===== src/rtl/pipe_pkg.sv =====
// Shared types and constants for the MIPS inter-stage pipeline registers.
// Holds the control-bundle layout, per-stage payload widths and the counter helper.
package pipe_pkg;

  typedef struct packed {
    logic       reg_dst;
    logic       reg_write;
    logic       mem_to_reg;
    logic       jmp_and_link;
    logic       mem_read;
    logic       mem_write;
    logic       branch_equal;
    logic       branch_not_equal;
    logic       alu_src;
    logic       byte_op;
    logic [3:0] alu_op;
  } ctrl_t;

  localparam int unsigned CTRL_BUNDLE_W = $bits(ctrl_t);

  // Payload widths for each stage boundary of the five-stage core.
  localparam int unsigned IF_ID_DATA_W  = 64;
  localparam int unsigned ID_EX_DATA_W  = 128;
  localparam int unsigned EX_MEM_DATA_W = 101;
  localparam int unsigned MEM_WB_DATA_W = 101;

  typedef enum logic [1:0] {
    SLOT_HOLD  = 2'd0,
    SLOT_LOAD  = 2'd1,
    SLOT_CLEAR = 2'd2
  } slot_op_e;

  function automatic logic [31:0] sat_inc(input logic [31:0] cnt, input logic [31:0] max);
    return (cnt >= max) ? max : cnt + 32'd1;
  endfunction

endpackage


===== src/rtl/pipe_slot.sv =====
// One pipeline entry: valid bit, control bundle and payload.
// Clearing drops valid and zeroes control; the payload keeps its last loaded value.
module pipe_slot
  import pipe_pkg::*;
#(
  parameter int unsigned CTRL_W = CTRL_BUNDLE_W,
  parameter int unsigned DATA_W = ID_EX_DATA_W
) (
  input  logic              clk,
  input  logic              rst,
  input  slot_op_e          op,
  input  logic [CTRL_W-1:0] ld_ctrl,
  input  logic [DATA_W-1:0] ld_data,
  output logic              valid,
  output logic [CTRL_W-1:0] ctrl,
  output logic [DATA_W-1:0] data
);

  logic              valid_q, valid_d;
  logic [CTRL_W-1:0] ctrl_q, ctrl_d;
  logic [DATA_W-1:0] data_q, data_d;

  always_comb begin
    valid_d = valid_q;
    ctrl_d  = ctrl_q;
    data_d  = data_q;
    case (op)
      SLOT_LOAD: begin
        valid_d = 1'b1;
        ctrl_d  = ld_ctrl;
        data_d  = ld_data;
      end
      SLOT_CLEAR: begin
        valid_d = 1'b0;
        ctrl_d  = '0;
      end
      default: ;
    endcase
  end

  always_ff @(posedge clk) begin
    if (rst) begin
      valid_q <= 1'b0;
      ctrl_q  <= '0;
      data_q  <= '0;
    end else begin
      valid_q <= valid_d;
      ctrl_q  <= ctrl_d;
      data_q  <= data_d;
    end
  end

  assign valid = valid_q;
  assign ctrl  = ctrl_q;
  assign data  = data_q;

endmodule


===== src/rtl/pipe_stage_reg.sv =====
// Flow-controlled pipeline stage register with bubble insertion, flush,
// optional one-entry skid buffer and saturating stall/flush counters.
module pipe_stage_reg
  import pipe_pkg::*;
#(
  parameter int unsigned DATA_W = ID_EX_DATA_W,
  parameter int unsigned CTRL_W = CTRL_BUNDLE_W,
  parameter bit          SKID   = 1'b1,
  parameter int unsigned CNT_W  = 16
) (
  input  logic              clk,
  input  logic              rst,
  input  logic              flush,
  input  logic              in_valid,
  output logic              in_ready,
  input  logic [CTRL_W-1:0] in_ctrl,
  input  logic [DATA_W-1:0] in_data,
  output logic              out_valid,
  input  logic              out_ready,
  output logic [CTRL_W-1:0] out_ctrl,
  output logic [DATA_W-1:0] out_data,
  output logic [CNT_W-1:0]  stall_cnt,
  output logic [CNT_W-1:0]  flush_cnt
);

  localparam logic [CNT_W-1:0] CNT_MAX = '1;

  logic              main_valid;
  logic [CTRL_W-1:0] main_ctrl;
  logic [DATA_W-1:0] main_data;
  logic              skid_valid;
  logic [CTRL_W-1:0] skid_ctrl;
  logic [DATA_W-1:0] skid_data;

  slot_op_e          main_op;
  slot_op_e          skid_op;
  logic [CTRL_W-1:0] main_ld_ctrl;
  logic [DATA_W-1:0] main_ld_data;

  logic accept;
  logic drain;

  logic [CNT_W-1:0] stall_cnt_q, stall_cnt_d;
  logic [CNT_W-1:0] flush_cnt_q, flush_cnt_d;

  assign accept = in_valid && in_ready;
  assign drain  = main_valid && out_ready;

  // One transfer decision covers both variants: with SKID=0 the skid slot is
  // tied empty and in_ready never allows an accept into a full, stalled main.
  always_comb begin
    main_op      = SLOT_HOLD;
    skid_op      = SLOT_HOLD;
    main_ld_ctrl = in_ctrl;
    main_ld_data = in_data;
    if (flush) begin
      main_op = SLOT_CLEAR;
      skid_op = SLOT_CLEAR;
    end else if (!main_valid || drain) begin
      if (skid_valid) begin
        main_op      = SLOT_LOAD;
        main_ld_ctrl = skid_ctrl;
        main_ld_data = skid_data;
        skid_op      = SLOT_CLEAR;
      end else if (accept) begin
        main_op = SLOT_LOAD;
      end else if (main_valid) begin
        main_op = SLOT_CLEAR;
      end
    end else if (accept) begin
      skid_op = SLOT_LOAD;
    end
  end

  pipe_slot #(
    .CTRL_W (CTRL_W),
    .DATA_W (DATA_W)
  ) u_main (
    .clk     (clk),
    .rst     (rst),
    .op      (main_op),
    .ld_ctrl (main_ld_ctrl),
    .ld_data (main_ld_data),
    .valid   (main_valid),
    .ctrl    (main_ctrl),
    .data    (main_data)
  );

  generate
    if (SKID) begin : g_skid
      pipe_slot #(
        .CTRL_W (CTRL_W),
        .DATA_W (DATA_W)
      ) u_skid (
        .clk     (clk),
        .rst     (rst),
        .op      (skid_op),
        .ld_ctrl (in_ctrl),
        .ld_data (in_data),
        .valid   (skid_valid),
        .ctrl    (skid_ctrl),
        .data    (skid_data)
      );
      assign in_ready = !skid_valid;
    end else begin : g_no_skid
      assign skid_valid = 1'b0;
      assign skid_ctrl  = '0;
      assign skid_data  = '0;
      assign in_ready   = !main_valid || out_ready;
    end
  endgenerate

  always_comb begin
    stall_cnt_d = stall_cnt_q;
    flush_cnt_d = flush_cnt_q;
    if (main_valid && !out_ready) begin
      stall_cnt_d = CNT_W'(sat_inc(32'(stall_cnt_q), 32'(CNT_MAX)));
    end
    if (flush && (main_valid || skid_valid)) begin
      flush_cnt_d = CNT_W'(sat_inc(32'(flush_cnt_q), 32'(CNT_MAX)));
    end
  end

  always_ff @(posedge clk) begin
    if (rst) begin
      stall_cnt_q <= '0;
      flush_cnt_q <= '0;
    end else begin
      stall_cnt_q <= stall_cnt_d;
      flush_cnt_q <= flush_cnt_d;
    end
  end

  assign out_valid = main_valid;
  assign out_ctrl  = main_valid ? main_ctrl : '0;
  assign out_data  = main_data;
  assign stall_cnt = stall_cnt_q;
  assign flush_cnt = flush_cnt_q;

endmodule


===== config.mk =====
export PLATFORM = sky130hd
export DESIGN_NAME = pipe_stage_reg
export DESIGN_NICKNAME = d
export VERILOG_FILES = /design/src/rtl/pipe_pkg.sv /design/src/rtl/pipe_slot.sv /design/src/rtl/pipe_stage_reg.sv
export SDC_FILE = /design/constraint.sdc
export NUM_CORES = 1
export LEC_CHECK = 0
export BUFFER_PORTS_ARGS = -buffer_cell sky130_fd_sc_hd__buf_2
export CAP_MARGIN = 20
export CORE_UTILIZATION = 50
export DETAILED_ROUTE_END_ITERATION = 8
export PLACE_DENSITY = 0.75
export SLEW_MARGIN = 25
export SYNTH_ARGS = -nofsm -noshare
export SYNTH_HDL_FRONTEND = slang
export SYNTH_HIERARCHICAL = 1
export SYNTH_SLANG_ARGS = --single-unit
export TNS_END_PERCENT = 1

===== constraint.sdc =====
create_clock -name clk -period 2.59 [get_ports clk]
set_input_delay 0.518 -clock clk [delete_from_list [all_inputs] [get_ports clk]]
set_output_delay 0.518 -clock clk [all_outputs]
set_load 0.005 [all_outputs]

**Word-level counts from Yosys, hierarchy flattened**

Index checks and enable logic that the tools add are counted.

- Output and inout port bits: 176
- Bits in writable memories: 0
- Bits of input ports: 147
- Latch bits: 0
- Register bits after elaboration: 318
- Memories: 0
- Memory bits (read-only): 0
- Word-level logic and storage cells: 49

- Multiply operators: 0
- Bitwise operators: 0
- Equality and inequality tests: 4
- Shifts and indexed selects: 0
- $lt $le $gt $ge: 2
- Multiplexer cells: 22
- Add/subtract/negate cells: 2
- Reductions and logical operators: 11
- Divide/modulo/power cells: 0

Operators by type and width:

| cell | count |
|---|---|
| 128-bit two-way mux | 3 |
| 14-bit two-way mux | 4 |
| 14-bit one-hot mux with 2 select lines | 2 |
| 16-bit by 1-bit adder with 16-bit output (second input constant) | 2 |
| 16-bit >= comparator (second input constant) | 2 |
| 16-bit two-way mux | 2 |
| 2-bit two-way mux | 8 |
| 2-bit by 1-bit == test with 1-bit output (second input constant) | 2 |
| 2-bit == test (second input constant) | 2 |
| 1-bit logical AND | 4 |
| 1-bit one-hot mux with 2 select lines | 2 |
| 2-bit nonzero test | 2 |
| 1-bit logical NOT | 3 |
| 1-bit logical OR | 2 |
| 1-bit two-way mux | 1 |

**Longest topological paths before layout**

Gate-level depths: netlist of run 1.

- Word-level depth: 8
- Depth in mapped cells: 9
- Gate-level depth less buffers: 6

**By module**

The synthesis of run 1 kept the hierarchy.

By module, submodules not included:

| module | cells an instance | area each (µm²) | times used | seq. area each (µm²) |
|---|---|---|---|---|
| pipe_slot | 484 | 5290.1 | 2 | 2862.7 |
| pipe_stage_reg | 359 | 3412.0 | 1 | 640.6 |

**Worst setup path before layout of run 1**

Ideal clock, no wire load.

- Path type: input -> register
- Start: in out_ready
- End: reg g_skid.u_skid.ctrl_q[12] (netlist: g_skid.u_skid/ctrl[12])
- Setup time: 0.070 ns
- Buffers on the path: 1
- Slack: 0.474 ns
- Data required time: 2.520 ns
- Data arrival time: 2.046 ns
- Stages on the path: 7
- Cells stage by stage: nand2b_1 -> nor4b_1 -> inv_1 -> ha_1 -> buf_6 -> or3b_1 -> a21oi_1

- Word-level cells in the longest chain between the ends: 6
- Elaborated cells on any way between the ends: 8
- Those cells by class: eq/ne: 2; mux: 3; reduce/logical: 3

RTL lines:

| element | RTL line | text |
|---|---|---|
| start, declared | pipe_stage_reg.sv:19 | `input logic out_ready,` |
| 1-bit logical AND (*) | pipe_stage_reg.sv:47 | `assign drain = main_valid && out_ready;` |
| 1-bit logical OR (*) | pipe_stage_reg.sv:59 | `end else if (!main_valid \|\| drain) begin` |
| 2-bit two-way mux (*) | pipe_stage_reg.sv:59 |  |
| 2-bit two-way mux (*) | pipe_stage_reg.sv:56 | `if (flush) begin` |
| via skid_op[0] | pipe_stage_reg.sv:36 | `slot_op_e skid_op;` |
| 2-bit == test / 2-bit by 1-bit == test with 1-bit output (equally long branches) | pipe_slot.sv:27 | `case (op)` |
| 14-bit one-hot mux with 2 select lines / 2-bit nonzero test (equally long branches) | -- |  |
| end signal, assigned | pipe_slot.sv:48 | `ctrl_q <= ctrl_d;` |
| end, declared | pipe_slot.sv:20 | `logic [CTRL_W-1:0] ctrl_q, ctrl_d;` |

Mark *: on every way through the listed nets, which the timed path passes. The rest lies on a longest branch.
A chain may end at the register's enable or synchronous reset.

**Final worst setup path of run 1**

- Start: reg u_main.valid_q (netlist: u_main/valid)
- End: reg g_skid.u_skid.data_q[10] (netlist: g_skid.u_skid/data[10])

- Word-level cells in the longest chain between the ends: 5
- Elaborated cells on any way between the ends: 6
- Those cells by class: eq/ne: 1; mux: 2; reduce/logical: 3

RTL lines:

| element | RTL line | text |
|---|---|---|
| start, declared | pipe_slot.sv:19 | `logic valid_q, valid_d;` |
| start signal, assigned | pipe_slot.sv:47 | `valid_q <= valid_d;` |
| 1-bit logical NOT / 1-bit logical AND (equally long branches) | pipe_stage_reg.sv:59, pipe_stage_reg.sv:47 |  |
| 1-bit logical OR (*) | pipe_stage_reg.sv:59 |  |
| 2-bit two-way mux (*) | pipe_stage_reg.sv:59 |  |
| 2-bit two-way mux (*) | pipe_stage_reg.sv:56 |  |
| via skid_op[0] | pipe_stage_reg.sv:36 |  |
| 2-bit by 1-bit == test with 1-bit output (*) | pipe_slot.sv:27 |  |
| end signal, assigned | pipe_slot.sv:49 | `data_q <= data_d;` |
| end, declared | pipe_slot.sv:21 | `logic [DATA_W-1:0] data_q, data_d;` |

Marks and branches as above.

==> flow_summary_export.csv, run 1 <==
group,metric,value,unit
setup_path,crit_cells,7,
timing,fmax,461.7,MHz
setup_path,cp-start-kind,"register",
pwr,powerDensity,648.7,mW/mm^2
global_route,grt_start_max_net_pins,83,
logic_synthesis,synth_edf_count,0,
hold_path,min_path_type,"input pin to register",
detailed_routing,wire_per_inst,15.76,um
placed_design,place_area,0.01566,mm^2
clocking,cts_sinks,318,
clocking,tritoncts,"yes",
setup_path,endpoint_kind,"register",
logic_synthesis,yosysUniqueCellTypes,52,
clocking,cts.repair.resized,0,
floorplan,die_h,169.3,um
logic_synthesis,synth_top_area_cell,"dfxtp_1",
floorplan,core,0.02718,mm^2
finish,fillers,2334,
finish,finalNonFillerCells,2029,
setup_path,rr_worst_depth,7,
clocking,cts_made_buffers,35,
timing,drv_slew,0,
floorplan,die_w,169.3,um
detailed_routing,vias,10430,
global_route,grt_util_met1,25.28,%
detailed_routing,drc_errors,0,
setup_path,arrival,2.54,ns
pwr,p_leak,0.006841,uW
global_route,grt_use_met2,37.09,%
setup_path,path_cells,"nand2b_1, nor4b_1, buf_4, ha_4, buf_4, mux2i_1, nor2_1",
global_route,grt_pass1_wl,51.02,mm
detailed_routing,routed_wl,31.98,mm
setup_path,cpMostUsedCell,"buf_4",
timing,fin_ws,0.4242,ns
setup_path,crit_type,"register to register",
logic_synthesis,yosys_warnings,6,
placed_design,place_congestion,0.7673,
logic_synthesis,yosysMostFrequentCell,"dfxtp_1",
timing,rsz0062_at_grt,"no",
floorplan,die-area,0.02866,mm^2
floorplan,io_pins,323,
timing,fin_crit,2.166,ns
timing,tns,0,ns
clocking,clock_latency,0.50,ns
setup_path,crit_family,"simple AND/OR/NAND/NOR gates",
logic_synthesis,syn_nets,1482,
pwr,p_sw_share,23.20,%
clocking,clockRootBuffer,"clkbuf_16",
timing,setup_violations,0,
logic_synthesis,avgSynthCellArea,10.54,um^2
timing,timing.slew.headroom,66.45,%
logic_synthesis,async_flop_share,0,%
finish,area_growth_syn_to_layout,19.84,%
pwr,p_int,8355,uW
placed_design,portBuffers,322,
logic_synthesis,netlist.area_leader.share,45.50,%
setup_path,cp_slowest_cell,"dfxtp_1",
placed_design,pre_cts_ws,0.1353,ns
run_status,status,"finished clean",
logic_synthesis,synthFlopType,"dfxtp_1",
setup_path,required,2.97,ns
pwr,p_switching,2523,uW
run,cap_violations,0,
clocking,post_cts_buffers,0,
finish,drive_gt1_share,29.69,%
finish,fin_nets,1785,
setup_path,cp_num_buf_inv,2,
timing,worst_pin_slew,0.4994,ns
finish,final_util,61.70,%
floorplan,core.rowCount,60,
global_route,grt_usage,21.62,%
timing,fin_crit_sh,83.62,%
detailed_routing,drt-initial-drc-count,505,
pwr,power.share.combinational,9.5,%
setup_path,cp_slowest_stage_delay,0.43,ns
setup_path,crit_path_max_fanout,18,
pwr,power_frac_clock,43.6,%
pwr,p_seq_share,46.9,%
placed_design,dp_hpwl,22.26,mm
global_route,grt-ovfl-total,0,
finish,final_area,0.01677,mm^2
detailed_routing,dr.pass1.iters,4,
logic_synthesis,ys_seq_area_share,45.50,%
placed_design,dp.cells,1965,
global_route,grt_pass1_vias,10320,
logic_synthesis,synth_area_leaders,"dfxtp_1, mux2i_1, nor2_1",
global_route,use_met3,7.113,%
detailed_routing,route.antenna.remaining_nets,0,
global_route,antenna_found_initial,5,
logic_synthesis,syn_area,0.01399,mm^2
detailed_routing,via_per_inst,5.142,
timing,skew,0.01876,ns
clocking,cts.htree.levels,2,
logic_synthesis,netlist_top_cells_count,"dfxtp_1, nor2_1, mux2i_1",
clocking,path_clk_slew,0.06,ns
clocking,clockBufferDepth,3,
global_route,top_usage_layer,"met2",
logic_synthesis,synth_seq_cells,318,
logic_synthesis,synth_cells,1327,
hold_path,whs_path_depth,3,
timing,hold_viol,0,
pwr,vdd_ir_drop_max,0.5750,mV
clocking,cts_hold_repair.buffers,0,
floorplan,start_util,51.49,%
## power by group through the flow
stage / logic (uW) / registers, uW / clock network (uW)
2_1_floorplan: 697 / 5210 / 0
3_3_place_gp: 1010 / 5200 / 0
3_5_place_dp: 1030 / 5210 / 0
4_1_cts: 1040 / 5100 / 4860
5_1_grt: 1130 / 5120 / 5060
6_report: 1030 / 5100 / 4750
## cells in the final DEF, fill, tap and decap left out, drive strengths merged, types with 2 or more instances in the layout
cell type | synthesis | final
xor2 | 8 | 8
nand4 | 7 | 7
and3 | 4 | 4
diode | 0 | 3
a311oi | 3 | 3
buf | 71 | 357
nand2b | 27 | 27
nor3 | 12 | 12
clkbuf | 20 | 50
or3b | 2 | 2
dfxtp | 318 | 318
nor2 | 277 | 277
clkinv | 0 | 8
xnor2 | 8 | 8
a31oi | 7 | 7
o22ai | 26 | 26
o21a | 2 | 2
or2 | 6 | 6
ha | 8 | 8
a211oi | 4 | 4
inv | 10 | 11
nand3 | 8 | 8
o21ai | 8 | 8
mux2 | 142 | 142
nand2 | 44 | 44
and2 | 15 | 15
mux2i | 256 | 256
nor4 | 3 | 3
a21oi | 19 | 19
## through the flow
stage	hold slack [ns]	power (uW)
2_1_floorplan	0.4355	5902
3_3_place_gp	0.4464	6212
3_5_place_dp	0.4492	6240
4_1_cts	0.2469	11000
5_1_grt	0.2605	11310
6_report	0.2629	10880
## registers in the layout, summed over array words and instances (netlist names)
register,count
g_skid.u_skid/valid,1
u_main/data,128
u_main/ctrl,14
u_main/valid,1
stall_cnt,16
flush_cnt,16
g_skid.u_skid/ctrl,14
g_skid.u_skid/data,128
## tightest hold or removal path: cells and delay by family
| family | cells | cell delay [ns] |
|---|---|---|
| buffers and inverters | 1 | 0.08 |
| multiplexers | 1 | 0.06 |
| AND/OR/NAND/NOR | 1 | 0.07 |
## path summary, 6_finish.rpt
path	endpoint	slack, ns	from
worst max-delay path	g_skid.u_skid/data[10]	0.42	u_main/valid
worst min-delay path	g_skid.u_skid/data[109]	0.26	in_data[109]
worst max register to register	g_skid.u_skid/data[10]	0.42	u_main/valid
worst min register to register	u_main/ctrl[12]	0.46	u_main/ctrl[12]
## logic make-up after synthesis
group / Yosys count / synth area share (%)
and+or+nand+nor: 411 / 13.03
muxes: 398 / 29.74
DFF: 318 / 45.50
buffers and inverters: 101 / 6.689
AOI/OAI and AO/OA: 75 / 3.327
xor gates and xnor gates: 16 / 1.002
adders and majority gates: 8 / 0.7154
## routing by layer
layer | vias to the layer above | part of all wire [%]
met3 | 63 | 8.2
li1 | 5144 | -
met5 | - | 0.13
met4 | 6 | 2.7
met2 | 277 | 47
met1 | 4943 | 42
## layout make-up
class / instances / area [um^2] / area share, %
clock buffer: 50 / 1012 / 6.036
multi-input combinational: 908 / 6721 / 40.08
timing repair buffer: 357 / 2072 / 12.36
clock inverter: 11 / 86.33 / 0.5148
antenna: 3 / 7.507 / 0.04477
tap: 372 / 465.4 / 2.776
sequential: 318 / 6366 / 37.96
inverter: 10 / 37.54 / 0.2238
No activity file was read; power rests on OpenSTA's default activity.
==> run 2: changes to the inputs <==
--- a/config.mk
+++ b/config.mk
@@ -7,9 +7,9 @@
 export LEC_CHECK = 0
 export BUFFER_PORTS_ARGS = -buffer_cell sky130_fd_sc_hd__buf_2
 export CAP_MARGIN = 20
-export CORE_UTILIZATION = 50
+export CORE_UTILIZATION = 49
 export DETAILED_ROUTE_END_ITERATION = 8
-export PLACE_DENSITY = 0.75
+export PLACE_DENSITY = 0.77
 export SLEW_MARGIN = 25
 export SYNTH_ARGS = -nofsm -noshare
 export SYNTH_HDL_FRONTEND = slang
==> constraint.sdc (replaced) <==
create_clock -name clk -period 1.88 [get_ports clk]
set_input_delay 0.376 -clock clk [delete_from_list [all_inputs] [get_ports clk]]
set_output_delay 0.376 -clock clk [all_outputs]
set_load 0.005 [all_outputs]
==> flow_summary_export.csv, run 2 (synthesized netlist as in run 1, its figures left out) <==
group,metric,value,unit
setup_path,timing.rr.start,"u_main/valid",
pwr,p_seq_share,44.7,%
pwr,powerDensity,867.5,mW/mm^2
detailed_routing,via_per_inst,5.138,
pwr,p_leak,0.007658,uW
run_status,status,"finished, violations left",
timing,tns,-5.412,ns
setup_path,cp-start-kind,"register",
global_route,grt_usage,21.52,%
timing,hold_viol,0,
clocking,cts_sinks,318,
pwr,p_int,12130,uW
timing,timing.slew.headroom,70.16,%
timing,drv_slew,0,
clocking,path_clk_slew,0.06,ns
timing,setup_violations,131,
finish,fin_nets,1849,
run,cap_violations,0,
clocking,cts_made_buffers,35,
setup_path,crit_type,"register to register",
timing,fin_crit,2.018,ns
pwr,p_sw_share,22.81,%
detailed_routing,dr.pass1.iters,4,
detailed_routing,drt-initial-drc-count,494,
setup_path,crit_path_max_fanout,8,
clocking,clock_latency,0.50,ns
floorplan,start_util,50.09,%
pwr,p_switching,3584,uW
finish,drive_gt1_share,36.20,%
global_route,grt_pass1_wl,51.29,mm
timing,fin_crit_sh,107.4,%
global_route,grt-ovfl-total,0,
floorplan,io_pins,323,
placed_design,dp.cells,2020,
placed_design,place_congestion,0.7899,
detailed_routing,vias,10780,
run_status,violations,"setup timing",
detailed_routing,wire_per_inst,16.95,um
setup_path,endpoint_kind,"register",
timing,fmax,495.4,MHz
pwr,vdd_ir_drop_max,0.8419,mV
timing,rsz0062_at_grt,"yes",
timing,worst_pin_slew,0.4476,ns
floorplan,die_w,171.0,um
finish,area_growth_syn_to_layout,29.45,%
finish,layout_common_cells,"buf_2, dfxtp_1, nor2_1, mux2i_1, mux2_4",
detailed_routing,routed_wl,35.56,mm
floorplan,die-area,0.02924,mm^2
clocking,cts.htree.levels,2,
finish,final_common_cell,"buf_2",
placed_design,dp_hpwl,23.04,mm
pwr,power_frac_clock,43.9,%
placed_design,portBuffers,322,
pwr,power.share.combinational,11.4,%
finish,finalNonFillerCells,2098,
timing,worst_hold_slack,0.1289,ns
setup_path,arrival,2.39,ns
global_route,grt_start_max_net_pins,70,
global_route,antenna_found_initial,2,
setup_path,required,2.25,ns
timing,fin_ws,-0.1385,ns
clocking,clockRootBuffer,"clkbuf_16",
clocking,clockBufferDepth,3,
timing,skew,0.01544,ns
global_route,grt_pass1_vias,10370,
hold_path,hp-start,"in_data[12]",
floorplan,die_h,171.0,um
clocking,tritoncts,"yes",
hold_path,min_path_type,"input pin to register",
floorplan,core,0.02793,mm^2
floorplan,core.rowCount,61,
setup_path,startpoint,"u_main/valid",
detailed_routing,drc_errors,0,
detailed_routing,route.antenna.remaining_nets,0,
==> run 2: changes by cell type in the layout (fill, tap and decap cells not counted), sizes merged <==
cell and delta:
buf +56, clkbuf +8, bufinv +2, clkinv -1, diode -1, inv -1
==> run 2: worst max-delay path, stage by stage, from the launching register on <==
cell	delay (ns)
dfxtp_4	0.36
nor2b_4	0.13
buf_6	0.11
nor3_4	0.22
buf_6	0.16
buf_12	0.16
buf_6	0.17
mux2_1	0.36
mux2i_1	0.14
nor2_1	0.06
==> run 2: routing by layer <==
metal | up-vias | global-route usage (%) | part of all wire [%]
met3 | 62 | 6.408 | 7.4
met2 | 313 | 36.74 | 47
met5 | - | 0 | 0
met4 | 0 | 6.211 | 2.4
met1 | 5119 | 26.02 | 43
li1 | 5286 | - | -
==> run 2: area by class of cell <==
type	count	area (um^2)
fillers	2158	9822
repair buffers	421	2933
flip-flops and latches	318	6371
multi-input cells	908	7126
clock inverters	11	132.6
inverters	10	37.54
diodes	2	5.005
clock buffers	50	1035
well taps	378	473.0
==> run 2: timing repair <==
| action | 4_1_cts | 5_1_grt |
|---|---|---|
| resized for setup | 0 | 133 |
| pin swaps | 0 | 22 |
| hold buffers | 0 | 0 |
| cloned | 0 | 11 |
| setup buffers | 0 | 5 |
| setup endpoints to repair | 15 | 204 |
==> run 2: metrics by stage <==
| stage | util [%] | setup slack (ns) | cell area [um^2] | power (uW) |
|---|---|---|---|---|
| 5_1_grt | 64.83 | -0.1760 | 18110 | 16310 |
| 4_1_cts | 62.07 | -0.03341 | 17340 | 15590 |
| 6_report | 64.84 | -0.1385 | 18110 | 15710 |
| 3_5_place_dp | 57.89 | -0.1315 | 16170 | 8690 |
| 2_1_floorplan | - | -0.002556 | 14010 | 8136 |
| 3_3_place_gp | 57.89 | -0.06442 | 16170 | 8646 |
==> run 2: final timing paths <==
| check | to | slack [ns] | cells past startpoint |
|---|---|---|---|
| hold reg to reg | u_main/ctrl[8] | 0.46 | 2 |
| setup reg to reg | u_main/data[77] | -0.14 | 9 |
| hold / removal | g_skid.u_skid/data[12] | 0.13 | 3 |
| setup / recovery | u_main/data[77] | -0.14 | 9 |
==> run 2: power groups by stage <==
| stage | Sequential, uW | Combinational (uW) | Clock [uW] |
|---|---|---|---|
| floorplan | 7170 | 963 | 0 |
| global placement | 7160 | 1480 | 0 |
| detailed placement | 7170 | 1520 | 0 |
| CTS | 7030 | 1530 | 7040 |
| global route | 7050 | 1930 | 7340 |
| finish | 7030 | 1790 | 6890 |
